[config.mk]
export PLATFORM = sky130hd
export DESIGN_NAME = mem_stage_access_unit
export DESIGN_NICKNAME = d
export VERILOG_FILES = /design/src/rtl/mem_stage_access_unit.sv
export SDC_FILE = /design/constraint.sdc
export NUM_CORES = 1
export LEC_CHECK = 0
export ABC_AREA = 1
export CAP_MARGIN = 20
export CORE_ASPECT_RATIO = 1.1
export CORE_MARGIN = 1
export CORE_UTILIZATION = 35
export DETAILED_ROUTE_END_ITERATION = 12
export GPL_TIMING_DRIVEN = 1
export HOLD_SLACK_MARGIN = 0.03
export MAX_ROUTING_LAYER = met4
export PLACE_DENSITY = 0.68
export SETUP_SLACK_MARGIN = 0.05
export SYNTH_ARGS = -nofsm -noshare
export SYNTH_HDL_FRONTEND = slang
export SYNTH_SLANG_ARGS = --single-unit
[constraint.sdc]
create_clock -name clk -period 2.21 [get_ports clk]
set_input_delay 0.221 -clock clk [delete_from_list [all_inputs] [get_ports clk]]
set_output_delay 0.221 -clock clk [all_outputs]
set_load 0.02 [all_outputs]
[src/rtl/mem_stage_access_unit.sv]
// MEM-stage data-memory access unit: req/ack transactions, lane steering, load extension.
// Optional build macro DMEM_TIMEOUT_EN adds a WAIT-state timeout that aborts with bus_error.
module mem_stage_access_unit #(
    parameter int ADDR_W         = 32,
    parameter int TIMEOUT_CYCLES = 16
) (
    input  logic              clk,
    input  logic              reset,
    input  logic              MemRead_in,
    input  logic              MemWrite_in,
    input  logic [1:0]        MemWidth_in,
    input  logic              SignExtend_Dmemory_in,
    input  logic [31:0]       alu_result_in,
    input  logic [31:0]       store_data_in,
    output logic              dmem_req,
    output logic              dmem_we,
    output logic [ADDR_W-1:0] dmem_addr,
    output logic [31:0]       dmem_wdata,
    output logic [3:0]        dmem_byte_en,
    input  logic              dmem_ack,
    input  logic [31:0]       dmem_rdata,
    output logic              stall_out,
    output logic [31:0]       load_data_out,
    output logic              load_valid,
    output logic              misaligned_exc,
    output logic              bus_error
);

    typedef enum logic [1:0] {S_IDLE, S_WAIT, S_DONE} state_t;

    state_t      state;
    logic        access;
    logic        misaligned;
    logic [31:0] next_wdata;
    logic [3:0]  next_byte_en;
    logic [1:0]  lat_lsb;
    logic [1:0]  lat_width;
    logic        lat_sign;
    logic [7:0]  rd_byte;
    logic [15:0] rd_half;
    logic [31:0] load_fmt;

    assign access         = MemRead_in | MemWrite_in;
    assign misaligned_exc = (state == S_IDLE) & access & misaligned;
    assign stall_out      = ((state == S_IDLE) & access & ~misaligned) | (state == S_WAIT);

    // Alignment check and store lane steering; width 11 behaves as a word
    always_comb begin
        misaligned   = 1'b0;
        next_wdata   = store_data_in;
        next_byte_en = 4'b1111;
        case (MemWidth_in)
            2'b10: begin
                next_wdata   = {4{store_data_in[7:0]}};
                next_byte_en = 4'b0001 << alu_result_in[1:0];
            end
            2'b01: begin
                misaligned   = alu_result_in[0];
                next_wdata   = {2{store_data_in[15:0]}};
                next_byte_en = alu_result_in[1] ? 4'b1100 : 4'b0011;
            end
            default: begin
                misaligned   = (alu_result_in[1:0] != 2'b00);
            end
        endcase
    end

    always_comb begin
        rd_byte  = dmem_rdata[{lat_lsb, 3'b000} +: 8];
        rd_half  = dmem_rdata[{lat_lsb[1], 4'b0000} +: 16];
        load_fmt = dmem_rdata;
        case (lat_width)
            2'b10:   load_fmt = {{24{lat_sign & rd_byte[7]}}, rd_byte};
            2'b01:   load_fmt = {{16{lat_sign & rd_half[15]}}, rd_half};
            default: load_fmt = dmem_rdata;
        endcase
    end

`ifdef DMEM_TIMEOUT_EN
    logic [31:0] wait_count;
`else
    localparam int unused_timeout_cycles = TIMEOUT_CYCLES;
    assign bus_error = 1'b0;
`endif

    // Request fields are captured once in IDLE and held until the transaction ends
    always_ff @(posedge clk) begin
        if (reset) begin
            state         <= S_IDLE;
            dmem_req      <= 1'b0;
            dmem_we       <= 1'b0;
            dmem_addr     <= '0;
            dmem_wdata    <= '0;
            dmem_byte_en  <= '0;
            load_data_out <= '0;
            load_valid    <= 1'b0;
            lat_lsb       <= '0;
            lat_width     <= '0;
            lat_sign      <= 1'b0;
`ifdef DMEM_TIMEOUT_EN
            wait_count    <= '0;
            bus_error     <= 1'b0;
`endif
        end else begin
            load_valid <= 1'b0;
`ifdef DMEM_TIMEOUT_EN
            bus_error  <= 1'b0;
`endif
            case (state)
                S_IDLE: begin
                    if (access && !misaligned) begin
                        dmem_req     <= 1'b1;
                        dmem_we      <= MemWrite_in;
                        dmem_addr    <= {alu_result_in[ADDR_W-1:2], 2'b00};
                        dmem_wdata   <= next_wdata;
                        dmem_byte_en <= next_byte_en;
                        lat_lsb      <= alu_result_in[1:0];
                        lat_width    <= MemWidth_in;
                        lat_sign     <= SignExtend_Dmemory_in;
`ifdef DMEM_TIMEOUT_EN
                        wait_count   <= '0;
`endif
                        state        <= S_WAIT;
                    end
                end
                S_WAIT: begin
                    if (dmem_ack) begin
                        dmem_req <= 1'b0;
                        if (!dmem_we) begin
                            load_data_out <= load_fmt;
                            load_valid    <= 1'b1;
                        end
                        state <= S_DONE;
                    end
`ifdef DMEM_TIMEOUT_EN
                    else if (wait_count == 32'(TIMEOUT_CYCLES - 1)) begin
                        dmem_req  <= 1'b0;
                        bus_error <= 1'b1;
                        if (!dmem_we) begin
                            load_data_out <= '0;
                        end
                        state <= S_DONE;
                    end else begin
                        wait_count <= wait_count + 32'd1;
                    end
`endif
                end
                S_DONE: begin
                    state <= S_IDLE;
                end
                default: begin
                    state <= S_IDLE;
                end
            endcase
        end
    end

endmodule

==> impl_metrics.yaml, run 1 <==
route:
  drt-initial-drc-count: 284
  vias: 5214
  routed_via_density: 4.65
  detail_route.first_pass.iterations: 4
  drt_wl_total_mm: 15.6
  ant_nets: 0
  routedWlPerCell_microns: 13.9
  drc: 0
die:
  rows: 45
  die_y_microns: 128
  coreArea_sq_um: 14000
  die_area_sq_um: 15000
  chipWidth_microns: 117
  io_pins: 210
  initial_core_util_pct: 36.3
grt:
  grt_pass1_vias: 5012
  gr-total-overflow: 0
  grt_use_total_pct: 21.6
  antenna_found_initial: 0
  grt_max_degree: 51
  grt_pass1_wl_mm: 24.3
place:
  port_buffers: 206
  placed_cells: 1105
  gp_congestion: 0.856
  hpwl_mm: 11.4
power_and_ir_drop:
  leakage_nw: 3.36
  vdd_ir_drop_max_v: 0.000378
  p_per_area_nw_per_um2: 781
  power.total_w: 0.00599
finish:
  fin_nets: 1036
  area_growth_pct: 51.4
  n_fill_cell: 1427
  drive_gt1_share_pct: 7.61
  num_antenna_cells: 0
  finalNonFillerCells: 1121
worst_setup_path:
  crit_type: "primary input to output port"
  endpoint_kind: "output port"
  r2r_end: "load_data_out[0]"
  start_kind: "primary input"
  r2r_setup_slack_ns: 0.56
  worstReg2RegStart: "lat_width[1]"
  reg2regPathDepth: 10
  cp_max_fo: 2
  crit_arrival_ns: 1.68
  required_ns: 1.99
sta:
  rsz0062_at_grt: "false"
  finalHoldViolCount: 0
  min_period_over_period_pct: 86.1
  setup_viol: 0
  max_freq_mhz: 525
  holdWs_ns: 0.423
  finalSetupTns_ns: 0
  skew_ns: 0.00474
  drv_slew: 0
  fin_crit_ns: 1.90
cts:
  cts_max_path_buffers: 2
  cts_hold_buf: 0
  cts-root-buf: "clkbuf_16"
  insertion_delay_ns: 0.36
  htreeDepth: 3
  cts_made_buffers: 9
  cts.sinks: 108
  cts_tree: "built"
  cts_setup_buffers: 0
  cts.clk_slew.worst_paths_ns: 0.07
synthesis:
  syn_avg_cell_area_sq_um: 6.84
  syn_inst: 741
  ys_seq_area_share_pct: 42.7
  ys_ff_latch: 108
  synth_area_sq_um: 5060
  yosysWarnings: 0
  synth_cell_types: 31
run_status:
  status: "finished, final reports clean"
hold_path:
  min_delay_path_depth: 3
  min_to: "dmem_wdata[7]"
  min_from: "store_data_in[7]"
  hold_path_class: "primary input to register"
run:
  cap_violations: 0
metrics by stage:
step,instance area (sq um),util (%),setup slack [ns]
6_report,7670,54.9,0.306
5_1_grt,7670,54.9,0.243
4_1_cts,7660,54.9,0.0638
3_5_place_dp,7310,52.3,0.0172
3_3_place_gp,7310,52.3,0.0252
2_1_floorplan,5070,-,0.738
area by class of cell:
type	count	area (sq um)	share of cell area, %
multi-input combinational	533	2460	32.1
tap	188	235	3.07
timing repair buffer	224	2250	29.3
clock buffer	9	225	2.94
sequential	108	2160	28.2
clock inverter	7	134	1.75
inverter	52	203	2.64
power by group:
| group | switching, W | internal (W) | leakage [nW] |
|---|---|---|---|
| Sequential | 0.000112 | 0.00215 | 0.888 |
| Clock | 0.000798 | 0.00113 | 0.171 |
| Combinational | 0.000995 | 0.000801 | 2.30 |
| Total | 0.00191 | 0.00408 | 3.36 |
synthesized netlist by cell type, drive strengths merged:
master,instances,area share (%)
o21ai,89,8.9
clkbuf,21,1.6
or2,2,0.25
o21a,1,0.15
clkinv,1,0.074
a21oi,76,8.3
buf,29,3.4
dfxtp,108,43
nand2,198,16
a32oi,1,0.17
inv,51,3.9
nand3,13,1.4
conb,1,0.074
a21boi,8,1.2
ha,4,0.99
a22o,7,1.2
nor2,131,10
worst max-delay path, cell delays in order:
cell and delay [ns]:
clkdlybuf4s50_1 0.48, inv_1 0.05, ha_1 0.31, o21ai_2 0.09, nand3_2 0.11, nand2_1 0.06
dlygate4sd2_1 0.36
worst max-delay path by stage:
stage	from	endpoint	cells after the start
floorplan	MemWidth_in[0]	stall_out	7
global placement	MemWidth_in[0]	stall_out	7
detailed placement	MemWidth_in[0]	stall_out	7
CTS	MemWidth_in[0]	misaligned_exc	6
global route	MemWidth_in[0]	stall_out	7
finish	MemWidth_in[0]	stall_out	7
metal layers:
layer / GRT usage [%] / wire, microns / vias to the layer above
li1: - / - / 2722
met1: 25.4 / 6780 / 2307
met2: 34.6 / 7260 / 160
met3: 6.76 / 1220 / 25
met4: 7.82 / 318 / 0
met5: - / 0 / -
cell usage in the layout (no fill, tap or decap), drive strengths merged, types with 7 or more instances in the layout:
cell / count
a22o: 7
nor2: 131
nand2: 198
a21boi: 8
nand3: 13
o21ai: 89
a21oi: 76
dfxtp: 108
buf: 18
clkbuf: 9
clkdlybuf4s50: 204
inv: 53
sequential cells by signal, indices dropped and copies added (netlist names):
register       flops
dmem_addr         30
load_data_out     32
dmem_req           1
dmem_wdata        32
load_valid         1
lat_sign           1
dmem_we            1
lat_lsb            2
state              2
dmem_byte_en       4
lat_width          2
kinds of logic (layout without fill, tap and decap cells):
| family | Yosys count | count (layout) | synth area share, % |
|---|---|---|---|
| AO/OA/AOI/OAI | 182 | 182 | 19.8 |
| flip-flops | 108 | 108 | 42.7 |
| buffers and inverters | 102 | 292 | 8.92 |
| AND/OR/NAND/NOR | 344 | 344 | 27.5 |
| other | 1 | 3 | 0.0740 |
| adder cells (fa/ha/maj) | 4 | 4 | 0.988 |
what timing repair did:
item | in CTS | in global routing
resized for setup | 1 | 1
cloned | 0 | 0
setup endpoints to repair | 1 | 1
Note: power is estimated with default switching activity, not from simulation.
==> run 2, diff against run 1 <==
--- a/config.mk
+++ b/config.mk
@@ -19,3 +19,4 @@
 export SYNTH_ARGS = -nofsm -noshare
 export SYNTH_HDL_FRONTEND = slang
 export SYNTH_SLANG_ARGS = --single-unit
+export TNS_END_PERCENT = 50
==> results of run 2 <==
No change in the layout: final DEF, timing and power equal those of run 1.
==> run 3, diff against run 2 <==
--- a/config.mk
+++ b/config.mk
@@ -7,7 +7,7 @@
 export LEC_CHECK = 0
 export ABC_AREA = 1
 export CAP_MARGIN = 20
-export CORE_ASPECT_RATIO = 1.1
+export CORE_ASPECT_RATIO = 1.2
 export CORE_MARGIN = 1
 export CORE_UTILIZATION = 35
 export DETAILED_ROUTE_END_ITERATION = 12
@@ -16,6 +16,7 @@
 export MAX_ROUTING_LAYER = met4
 export PLACE_DENSITY = 0.68
 export SETUP_SLACK_MARGIN = 0.05
+export SLEW_MARGIN = 15
 export SYNTH_ARGS = -nofsm -noshare
 export SYNTH_HDL_FRONTEND = slang
 export SYNTH_SLANG_ARGS = --single-unit
==> impl_metrics.yaml, run 3 (same netlist as run 1, synthesis figures left out) <==
run_status:
  status: "complete, but fails checks"
  violations: "design-rule violations"
sta:
  fin_crit_ns: 1.90
  setup_ws_ns: 0.312
  min_period_over_period_pct: 85.9
  rsz0062_at_grt: "false"
  finalSetupTns_ns: 0
  drv_slew: 0
  finalHoldViolCount: 0
  skew_ns: 0.00987
  setup_viol: 0
  max_freq_mhz: 527
die:
  die_y_microns: 134
  chipWidth_microns: 112
  io_pins: 210
  coreArea_sq_um: 13900
  die_area_sq_um: 15000
  rows: 47
  initial_core_util_pct: 36.3
route:
  drc: 11
  ant_nets: 0
  routed_via_density: 4.75
  drt_wl_total_mm: 15.8
  detail_route.first_pass.iterations: 10
  vias: 5239
  routedWlPerCell_microns: 14.3
  drt-initial-drc-count: 234
cts:
  cts_tree: "built"
  cts.sinks: 108
  insertion_delay_ns: 0.35
  cts-root-buf: "clkbuf_16"
  cts_made_buffers: 9
  htreeDepth: 3
  cts_max_path_buffers: 2
  cts.clk_slew.worst_paths_ns: 0.08
  cts_hold_buf: 0
power_and_ir_drop:
  p_per_area_nw_per_um2: 759
  vdd_ir_drop_max_v: 0.000361
  power.total_w: 0.00576
  leakage_nw: 3.33
finish:
  largestRegisters: "dmem_wdata (32), load_data_out (32), dmem_addr (30)"
  n_fill_cell: 1371
  area_growth_pct: 50.0
  final_common_cell: "clkdlybuf4s50_1"
  fin_nets: 1036
  postLayoutCoreUtil_pct: 54.5
  most-common-layout-cells: "204 x clkdlybuf4s50_1, 186 x nand2_1, 127 x nor2_1, 108 x dfxtp_1, 71 x o21ai_0"
  num_antenna_cells: 0
  seq_area_sq_um: 2160
  drive_gt1_share_pct: 7.61
  multi_input_area_sq_um: 2460
worst_setup_path:
  start_kind: "primary input"
  crit_arrival_ns: 1.68
  cp_max_fo: 2
  endpoint_kind: "output port"
  crit_type: "primary input to output port"
  required_ns: 1.99
grt:
  antenna_found_initial: 0
  grt_use_total_pct: 21.7
  grt_max_degree: 62
  grt_pass1_wl_mm: 24.9
  grt_pass1_vias: 4994
  gr-total-overflow: 0
place:
  port_buffers: 206
  gp_congestion: 0.848
  pre_cts_ws_ns: -0.00469
  hpwl_mm: 11.4
hold_path:
  hold_path_class: "primary input to register"
run:
  cap_violations: 0
[run 3: cell count changes in the layout (fill, tap and decap cells not counted), sizes merged]
cell | before | now
bufinv | 3 | 1
clkinvlp | 1 | 3
[run 3: cell type report]
| class | count | area share (%) |
|---|---|---|
| Tap cell | 171 | 2.82 |
| Sequential cell | 108 | 28.5 |
| Inverter | 52 | 2.67 |
| Clock buffer | 9 | 2.97 |
| Clock inverter | 7 | 1.10 |
| Multi-Input combinational cell | 533 | 32.4 |
| Timing Repair Buffer | 224 | 29.6 |
[run 3: worst paths after layout]
kind | start | endpoint | slack, ns | cells after the start
max | MemWidth_in[0] | stall_out | 0.31 | 7
min reg2reg | dmem_req | dmem_req | 0.48 | 2
min | alu_result_in[16] | dmem_addr[16] | 0.47 | 3
max reg2reg | lat_width[1] | load_data_out[2] | 0.58 | 10
[run 3: what timing repair did]
action | 4_1_cts | 5_1_grt
endpoints found under the hold margin | 0 | 0
endpoints found under the setup margin | 2 | 1
buffers inserted | 0 | 0
resized for setup | 1 | 1
[run 3: routing by layer]
metal	routed length, microns	global-route usage, %	up-vias
met3	1100	4.43	16
met1	6700	26.1	2328
li1	-	-	2723
met5	0	-	-
met2	7710	36.2	172
met4	265	6.91	0
[run 3: critical path, stage by stage]
cell and delay [ns]:
clkdlybuf4s50_1 0.48, inv_1 0.04, ha_1 0.31, o21ai_2 0.09
nand3_2 0.12, nand2_1 0.06, dlygate4sd2_1 0.35
[run 3: stage by stage]
step / hold slack (ns) / instance area (sq um) / cells
detailed placement: 0.471 / 7280 / 1088
CTS: 0.462 / 7590 / 1104
global placement: 0.461 / 7280 / 1088
floorplan: 0.368 / 5070 / 743
finish: 0.473 / 7590 / 1104
global route: 0.489 / 7590 / 1104
[run 3: where the power goes]
group / internal [W] / leakage (nW) / switching, W
combinational: 0.000803 / 2.30 / 0.00100
sequential: 0.00215 / 0.888 / 0.000110
clock: 0.000898 / 0.142 / 0.000796
total: 0.00385 / 3.33 / 0.00191
